File: src/rtl/mul_reduce_add_uint8.sv
// Reduce stage behind the 3-cycle uint8 multiplier.
// Sums ELEMS valid products per group and reports carry-out.
module mul_reduce_add_uint8 #(
  parameter int MUL_LATENCY = 3,
  parameter int ELEMS       = 4,
  parameter int ACC_WIDTH   = 8
) (
  input  logic                 clock,
  input  logic                 reset,
  input  logic                 valid_in,
  input  logic [7:0]           prod,
  output logic [ACC_WIDTH-1:0] O,
  output logic                 valid_out,
  output logic                 overflow
);

  localparam int CW = (ELEMS > 1) ? $clog2(ELEMS) : 1;
  localparam logic [CW-1:0] LAST = CW'(ELEMS - 1);

  logic [MUL_LATENCY-1:0] vld_d;
  logic                   vld_al;
  logic [ACC_WIDTH-1:0]   acc;
  logic                   ovf_run;
  logic [CW-1:0]          count;
  logic [ACC_WIDTH:0]     prod_ext;
  logic [ACC_WIDTH:0]     sum;
  logic                   carry;

  assign vld_al = vld_d[MUL_LATENCY-1];

  // Narrow accumulators keep only the low product bits.
  generate
    if (ACC_WIDTH >= 8) begin : g_wide
      assign prod_ext = {{(ACC_WIDTH-7){1'b0}}, prod};
    end else begin : g_narrow
      assign prod_ext = {1'b0, prod[ACC_WIDTH-1:0]};
    end
  endgenerate

  assign sum   = {1'b0, acc} + prod_ext;
  assign carry = sum[ACC_WIDTH];

  always_ff @(posedge clock or posedge reset) begin
    if (reset) begin
      vld_d     <= '0;
      acc       <= '0;
      ovf_run   <= 1'b0;
      count     <= '0;
      O         <= '0;
      valid_out <= 1'b0;
      overflow  <= 1'b0;
    end else begin
      vld_d[0]  <= valid_in;
      for (int i = 1; i < MUL_LATENCY; i++)
        vld_d[i] <= vld_d[i-1];
      valid_out <= 1'b0;
      if (vld_al) begin
        if (count == LAST) begin
          O         <= sum[ACC_WIDTH-1:0];
          overflow  <= ovf_run | carry;
          valid_out <= 1'b1;
          acc       <= '0;
          ovf_run   <= 1'b0;
          count     <= '0;
        end else begin
          acc     <= sum[ACC_WIDTH-1:0];
          ovf_run <= ovf_run | carry;
          count   <= count + 1'b1;
        end
      end
    end
  end

endmodule
File: config.mk
export PLATFORM = sky130hd
export DESIGN_NAME = mul_reduce_add_uint8
export DESIGN_NICKNAME = d
export VERILOG_FILES = /design/src/rtl/mul_reduce_add_uint8.sv
export SDC_FILE = /design/constraint.sdc
export NUM_CORES = 1
export LEC_CHECK = 0
export ABC_AREA = 1
export ABC_CLOCK_PERIOD_IN_PS = 4300
export CAP_MARGIN = 10
export CORE_MARGIN = 3
export CORE_UTILIZATION = 40
export DETAILED_ROUTE_END_ITERATION = 7
export SYNTH_ARGS = -nofsm -noshare
export SYNTH_HDL_FRONTEND = slang
export SYNTH_SLANG_ARGS = --single-unit
File: constraint.sdc
create_clock -name clock -period 4.3 [get_ports clock]
set_input_delay 1.075 -clock clock [delete_from_list [all_inputs] [get_ports clock]]
set_output_delay 1.075 -clock clock [all_outputs]
set_load 0.02 [all_outputs]
; ---- Word level (Yosys, flattened, before mapping)
; Index checks and enable logic that the tools add are counted.
[totals]
ff_bits = 24
output_inout_bits = 10
word_cells = 17
[op_classes]
addsub = 2
eq_ne = 1
mux = 5
bitwise_logic = 1
reduce_logical = 1
[op_table]
columns = op, count
row1 = $add 8x8->9, 1
row2 = $mux 8, 1
row3 = $mux 1, 3
row4 = $add 2x1->2 const B, 1
row5 = $eq 2x2->1 const B, 1
row6 = $mux 2, 1
row7 = $reduce_and 2->1, 1
row8 = $or 1x1->1, 1

; ---- Logic depth before layout (Yosys ltp)
; Gate-level depths: netlist of run 1.
[depth]
ltp_word = 3
depth_mapped = 11

; ---- Least setup slack after synthesis of run 1
; Ideal clock, no wire load.
[synth_path]
path_kind = input port to flip-flop
startpoint = in prod[0]
endpoint = reg O[4]
setup_ns = 0.118
t_arrival_ns = 2.130
required_ns = 4.182
setup_slack_ns = 2.051
cell_stages = 9
path_buffers = 0
path_cell_list = ha_1 > inv_1 > fa_1 > inv_1 > nand2_1 > a21oi_1 > nand2_1 > nand3_1 > nand2_1
[synth_between]
elab_chain_len = 1
[synth_lines]
columns = item, line_no
row1 = start: declaration, 11  ; input logic [7:0] prod,
row2 = $add 8x8->9, 40  ; assign sum = {1'b0, acc} + prod_ext;
row3 = end signal: assignment, 59  ; O <= sum[ACC_WIDTH-1:0];
row4 = end: declaration, 12  ; output logic [ACC_WIDTH-1:0] O,
; No other way between the ends.
; A chain may end at the register's enable or synchronous reset.

; ---- Final worst setup path of run 1
[layout_path]
startpoint = in prod[0]
endpoint = reg overflow
[layout_between]
elab_chain_len = 2
[layout_lines]
columns = item, line_no
row1 = $add 8x8->9, 40
row2 = $or 1x1->1, 60  ; overflow <= ovf_run | carry;
row3 = end signal: assignment, 60
row4 = end: declaration, 14  ; output logic overflow
; No other way between the ends.

==> reports/metrics.csv, run 1 <==
stage,metric,value,unit
clock_network,holdBufCountCts,0,
global_route,grt_overflow,0,
drt,drcViolationCount,0,
sta,finalCritPeriodShare,58.2,%
drt,wire_per_inst,11.8,µm
sta,tns,0,ns
clock_network,cts.repair.resized,0,
layout,area_delta_synth_final,22.4,%
hold_path,hold_path_class,flop to flop,
logic_synthesis,synth_top_area_share,46.6,%
logic_synthesis,yosysMostFrequentCell,nand2_1,
logic_synthesis,syn_area_per_cell,8.54,µm²
layout,nFillCells,291,
placement,hpwl,1860,µm
layout,antenna_cells,0,
clock_network,cts.path.max_buffers,2,
drt,vias,1001,
layout,finish.net_count,195,
global_route,grt_usage,14.1,%
placement,globalplace.congestion,0.840,
layout,layout-drive-gt1-share,7.51,%
critical_path,crit_path_end_kind,flop,
critical_path,crit_start,prod[0],
clock_network,cts_tree,yes,
critical_path,worst-path-max-fanout,3,
clock_network,post_cts_buffers,0,
sta,fin_crit,2.50,ns
logic_synthesis,syn-num-nets,172,
drt,antenna_left,0,
clock_network,path_clk_slew,0.14,ns
clock_network,cts_root_buffer,clkbuf_4,
layout,design_area,0.00158,mm²
logic_synthesis,yosys.area.top_type,dfrtp_1,
power,power.density,707,mW/mm²
critical_path,arrival,2.77,ns
sta,finalHoldViolCount,0,
critical_path,start_kind,input pin,
critical_path,worstSetupPathType,input pin to flop,
job,cap_violations,0,
die,coreArea,0.00290,mm²
die,num_rows,19,
drt,via_per_inst,4.66,
placement,placed_cell_area,0.00153,mm²
clock_network,clkLatencyLatePin,0.32,ns
drt,drt_iter0_markers,20,
sta,rsz0062_at_grt,false,
sta,finClkSkew,0.00202,ns
clock_network,htreeDepth,1,
global_route,grt_max_degree,25,
drt,drt-pass1-iter-count,4,
die,die_x,62.8,µm
logic_synthesis,ys_types,25,
logic_synthesis,netlist_instances,151,
logic_synthesis,ys_warn_count,0,
critical_path,timing.rr.start,acc[0]$_DFFE_PP0P_,
die,dieArea,0.00394,mm²
critical_path,required,4.57,ns
logic_synthesis,async_flop_share,100,%
global_route,grt_pass1_vias,968,
logic_synthesis,synth_flop_cell,dfrtp_1,
clock_network,cts_made_buffers,3,
power,power.leakage,0.824,nW
global_route,grt_pass1_wl,4440,µm
sta,slew_viol_final,0,
global_route,antenna_found_initial,0,
logic_synthesis,synth_seq_cells,24,
die,pin_count,21,
die,start_util,44.5,%
logic_synthesis,yosysSeqAreaShare,46.6,%
logic_synthesis,synth_area,0.00129,mm²
die,die-height,62.8,µm
hold_path,hp-start,vld_d[0]$_DFF_PP0_,
placement,portBuffers,20,
logic_synthesis,synth.top_cells.by_area,"dfrtp_1, nand2_1, ha_1, nand3_1, inv_1",
sta,fmax,399,MHz
sta,tightest_slew,0.917,ns
drt,wl,2530,µm
run_status,status,finished clean,
power,ir_worst_vdd,376,µV
logic_synthesis,synthTopCellsByCount,"nand2_1, dfrtp_1, inv_1",
logic_synthesis,synth-edff-count,0,
clock_network,cts.sinks,24,
sta,setup_viol,0,
sta,slew_headroom,38.8,%
## flip-flops by register name, indices dropped and copies added (netlist names)
register and flops:
count 2, acc 8, vld_d 3, ovf_run 1, valid_out 1, O 8, overflow 1
## layout by cell type (no fill, tap or decap), types with 3 or more instances in the layout
master,netlist,final
nand2_1,51,51
dfrtp_1,24,24
clkdlybuf4s50_1,0,20
inv_1,18,18
nand3_1,15,15
ha_1,9,9
o21ai_0,6,6
nor2_1,6,6
a21oi_1,3,3
nand2_2,3,3
clkbuf_4,0,3
## worst max-delay path: stages
cell and delay [ns]:
clkdlybuf4s50_1 0.46, ha_1 0.16, inv_1 0.05, fa_1 0.39, inv_1 0.07, nand2_1 0.06, a21oi_1 0.20, nand2_1 0.08
nand3_1 0.11, nand2_1 0.06, nand2_1 0.06
## stage by stage
| stage | hold WS (ns) | utilization (%) | worst slack (ns) | power, W | std cells |
|---|---|---|---|---|---|
| 2_1_floorplan | 0.331 | - | 2.05 | 0.000782 | 151 |
| 3_3_place_gp | 0.336 | 52.6 | 1.47 | 0.000946 | 211 |
| 3_5_place_dp | 0.337 | 52.6 | 1.45 | 0.000954 | 211 |
| 4_1_cts | 0.368 | 54.4 | 1.80 | 0.00113 | 215 |
| 5_1_grt | 0.377 | 54.4 | 1.62 | 0.00122 | 215 |
| 6_report | 0.368 | 54.4 | 1.80 | 0.00112 | 215 |
## per-layer routing
metal	vias up	share of wire, %	GRT usage (%)
met3	2	4.1	4.14
met2	18	45	22.6
li1	522	-	-
met1	459	50	19.0
met5	-	0	0
met4	0	0.75	2.48
## area by class of cell
type,count,area [µm²],area share (%)
clock buffers,3,22.5,1.43
clock inverters,1,30.0,1.90
inverters,19,71.3,4.52
multi-input cells,106,602,38.1
flip-flops and latches,24,601,38.0
well taps,42,52.6,3.33
repair buffers,20,200,12.7
## cell families after synthesis
kind of cell               after synthesis  synth area share, %
DFF                                     24                 46.6
xor gates and xnor gates                 1                0.679
adders and majority gates               10                 10.3
AOI/OAI and AO/OA                       13                 6.40
buffers and inverters                   21                 6.79
and+or+nand+nor                         82                 29.3
## worst paths after layout
check,to,slack (ns),cells after the start
worst max-delay path,overflow$_DFFE_PP0P_,1.80,11
worst min-delay path,vld_d[1]$_DFF_PP0_,0.37,0
worst max register to register,overflow$_DFFE_PP0P_,2.63,10
worst min register to register,vld_d[1]$_DFF_PP0_,0.37,0
max in group asynchronous,acc[5]$_DFFE_PP0P_,2.51,2
min in group asynchronous,valid_out$_DFF_PP0_,1.24,2
## where the power goes
group	leakage [nW]	internal [W]	switching, W	total [W]
Sequential	0.293	0.000320	0.0000507	0.000371
Combinational	0.503	0.000248	0.000332	0.000580
Clock	0.0279	0.0000943	0.0000715	0.000166
Total	0.824	0.000662	0.000454	0.00112
(Power assumes the default switching activity.)
==> inputs of run 2 (changes only) <==
ABC_CLOCK_PERIOD_IN_PS = 2450   (was 4300)
clock period = 2.45 ns   (was 4.3 ns; I/O delays follow)
==> reports/metrics.csv, run 2 (synthesis results as in run 1) <==
stage,metric,value,unit,change
run_status,status,finished clean,,
critical_path,required,2.72,ns,-1.85 ns
power,ir_worst_vdd,459,µV,+22%
drt,wl,2540,µm,+0.43%
drt,drt_iter0_markers,18,,-10%
layout,final_cell_mix,"nand2_1, dfrtp_1, clkdlybuf4s50_1",,
clock_network,clkLatencyLatePin,0.32,ns,about the same
global_route,grt_overflow,0,,unchanged
clock_network,holdBufCountCts,0,,unchanged
critical_path,crit_path_end_kind,flop,,
drt,drt-pass1-iter-count,4,,unchanged
power,p_sw_share,40.6,%,-0.091 points
critical_path,worst-path-max-fanout,3,,unchanged
layout,layout-drive-gt1-share,8.05,%,+0.53 points
sta,fin_crit,2.07,ns,
sta,finClkSkew,0.00581,ns,+0.00379 ns
power,power.density,1230,mW/mm²,+74%
global_route,grt_pass1_wl,4520,µm,+1.9%
die,dieArea,0.00394,mm²,unchanged
sta,rsz0062_at_grt,false,,
placement,globalplace.congestion,0.840,,about the same
hold_path,hold_path_class,flop to flop,,
layout,reg_top3,"O: 8 flops, acc: 8 flops, vld_d: 3 flops",,
sta,fmax,483,MHz,
die,num_rows,19,,unchanged
critical_path,worstSetupPathType,input pin to flop,,
critical_path,critPathMaxStageDelay,0.46,ns,about the same
die,die_x,62.8,µm,unchanged
sta,finalCritPeriodShare,84.5,%,
critical_path,crit_buf_inv,3,,unchanged
job,cap_violations,0,,unchanged
sta,tns,0,ns,unchanged
power,combPwrFrac,52.0,%,about the same
clock_network,cts.path.max_buffers,2,,unchanged
global_route,grt_pass1_vias,1010,,+4.3%
critical_path,cp_cell_sequence,clkdlybuf4s50_1 -> ha_1 -> inv_1 -> fa_1 -> inv_1 -> nand2_1 -> a21oi_1 -> nand2_1 -> nand3_1 -> nand2_1 -> nand2_1,,
die,start_util,44.5,%,unchanged
critical_path,slowest_stage,clkdlybuf4s50_1,,
power,p_int,0.00116,W,+76%
clock_network,cts.repair.resized,0,,unchanged
global_route,grt_max_degree,25,,unchanged
drt,drcViolationCount,0,,unchanged
drt,antenna_left,0,,unchanged
layout,antenna_cells,0,,unchanged
sta,tightest_slew,0.419,ns,-0.498 ns
layout,area_delta_synth_final,23.0,%,
critical_path,cpLargestDelayFamily,buffers and inverters,,
clock_network,cts_tree,yes,,
layout,layout_commonest_cell,nand2_1,,
drt,via_per_inst,4.60,,-1.3%
power,pwr-share-seq,33.1,%,about the same
clock_network,cts_root_buffer,clkbuf_4,,
clock_network,cts.sinks,24,,unchanged
placement,hpwl,1910,µm,+2.3%
placement,portBuffers,20,,unchanged
sta,setup_viol,0,,unchanged
die,die-height,62.8,µm,unchanged
power,power.leakage,0.829,nW,+0.58%
clock_network,htreeDepth,1,,unchanged
critical_path,start_kind,input pin,,
clock_network,post_cts_buffers,0,,unchanged
layout,final_core_util,54.7,%,+0.26 points
die,coreArea,0.00290,mm²,unchanged
clock_network,path_clk_slew,0.14,ns,about the same
power,p_sw,0.000794,W,+75%
layout,finish.net_count,196,,+0.51%
sta,slew_headroom,72.0,%,+33 points
global_route,grt_usage,14.3,%,+0.21 points
global_route,antenna_found_initial,0,,unchanged
drt,vias,993,,-0.80%
clock_network,cts_made_buffers,3,,unchanged
power,clkPwrFrac,14.9,%,about the same
sta,slew_viol_final,0,,unchanged
die,pin_count,21,,unchanged
critical_path,crit_path_frequent_cell,nand2_1,,
critical_path,arrival,2.34,ns,-0.43 ns
drt,wire_per_inst,11.8,µm,about the same
sta,finalHoldViolCount,0,,unchanged
==> run 2: area by class of cell <==
cell class                 instances  area, µm²
tap                               42       52.6
clock buffer                       3       22.5
fill                             295       1310
sequential                        24        601
clock inverter                     1       30.0
timing repair buffer              21        208
multi-input combinational        106        602
inverter                          19       71.3
==> run 2: path summary, 6_finish.rpt <==
| kind | start | end | slack (ns) | depth (start not counted) |
|---|---|---|---|---|
| worst min register to register | vld_d[1]$_DFF_PP0_ | vld_d[2]$_DFF_PP0_ | 0.37 | 0 |
| min in group asynchronous | reset | overflow$_DFFE_PP0P_ | 0.62 | 3 |
| worst max register to register | acc[0]$_DFFE_PP0P_ | overflow$_DFFE_PP0P_ | 0.75 | 10 |
| max in group asynchronous | reset | acc[5]$_DFFE_PP0P_ | 1.60 | 3 |
| worst min-delay path | vld_d[1]$_DFF_PP0_ | vld_d[2]$_DFF_PP0_ | 0.37 | 0 |
| worst max-delay path | prod[0] | overflow$_DFFE_PP0P_ | 0.38 | 11 |
==> run 2: through the flow <==
step / setup slack, ns / instances / area [µm²] / hold WS, ns / total power (W)
floorplan: 0.664 / 151 / 1290 / 0.331 / 0.00137
global placement: 0.0857 / 212 / 1530 / 0.335 / 0.00166
detailed placement: 0.0226 / 212 / 1530 / 0.336 / 0.00168
CTS: 0.380 / 216 / 1590 / 0.370 / 0.00198
global route: 0.251 / 216 / 1590 / 0.387 / 0.00214
finish: 0.380 / 216 / 1590 / 0.372 / 0.00196
==> run 2: layer usage <==
metal  vias to the layer above  share of wire (%)  global-route usage, %
met5                         -                  0                      0
met4                         0               0.47                   5.23
met3                         2                2.6                   2.34
met2                        13                 46                   22.4
met1                       456                 51                   19.9
li1                        522                  -                      -
==> run 2: power groups by stage <==
stage | Combinational (W) | Sequential (W) | Clock, W
floorplan | 0.000633 | 0.000740 | 0
global placement | 0.00101 | 0.000651 | 0
detailed placement | 0.00102 | 0.000658 | 0
CTS | 0.00103 | 0.000650 | 0.000303
global route | 0.00115 | 0.000677 | 0.000318
finish | 0.00102 | 0.000647 | 0.000291
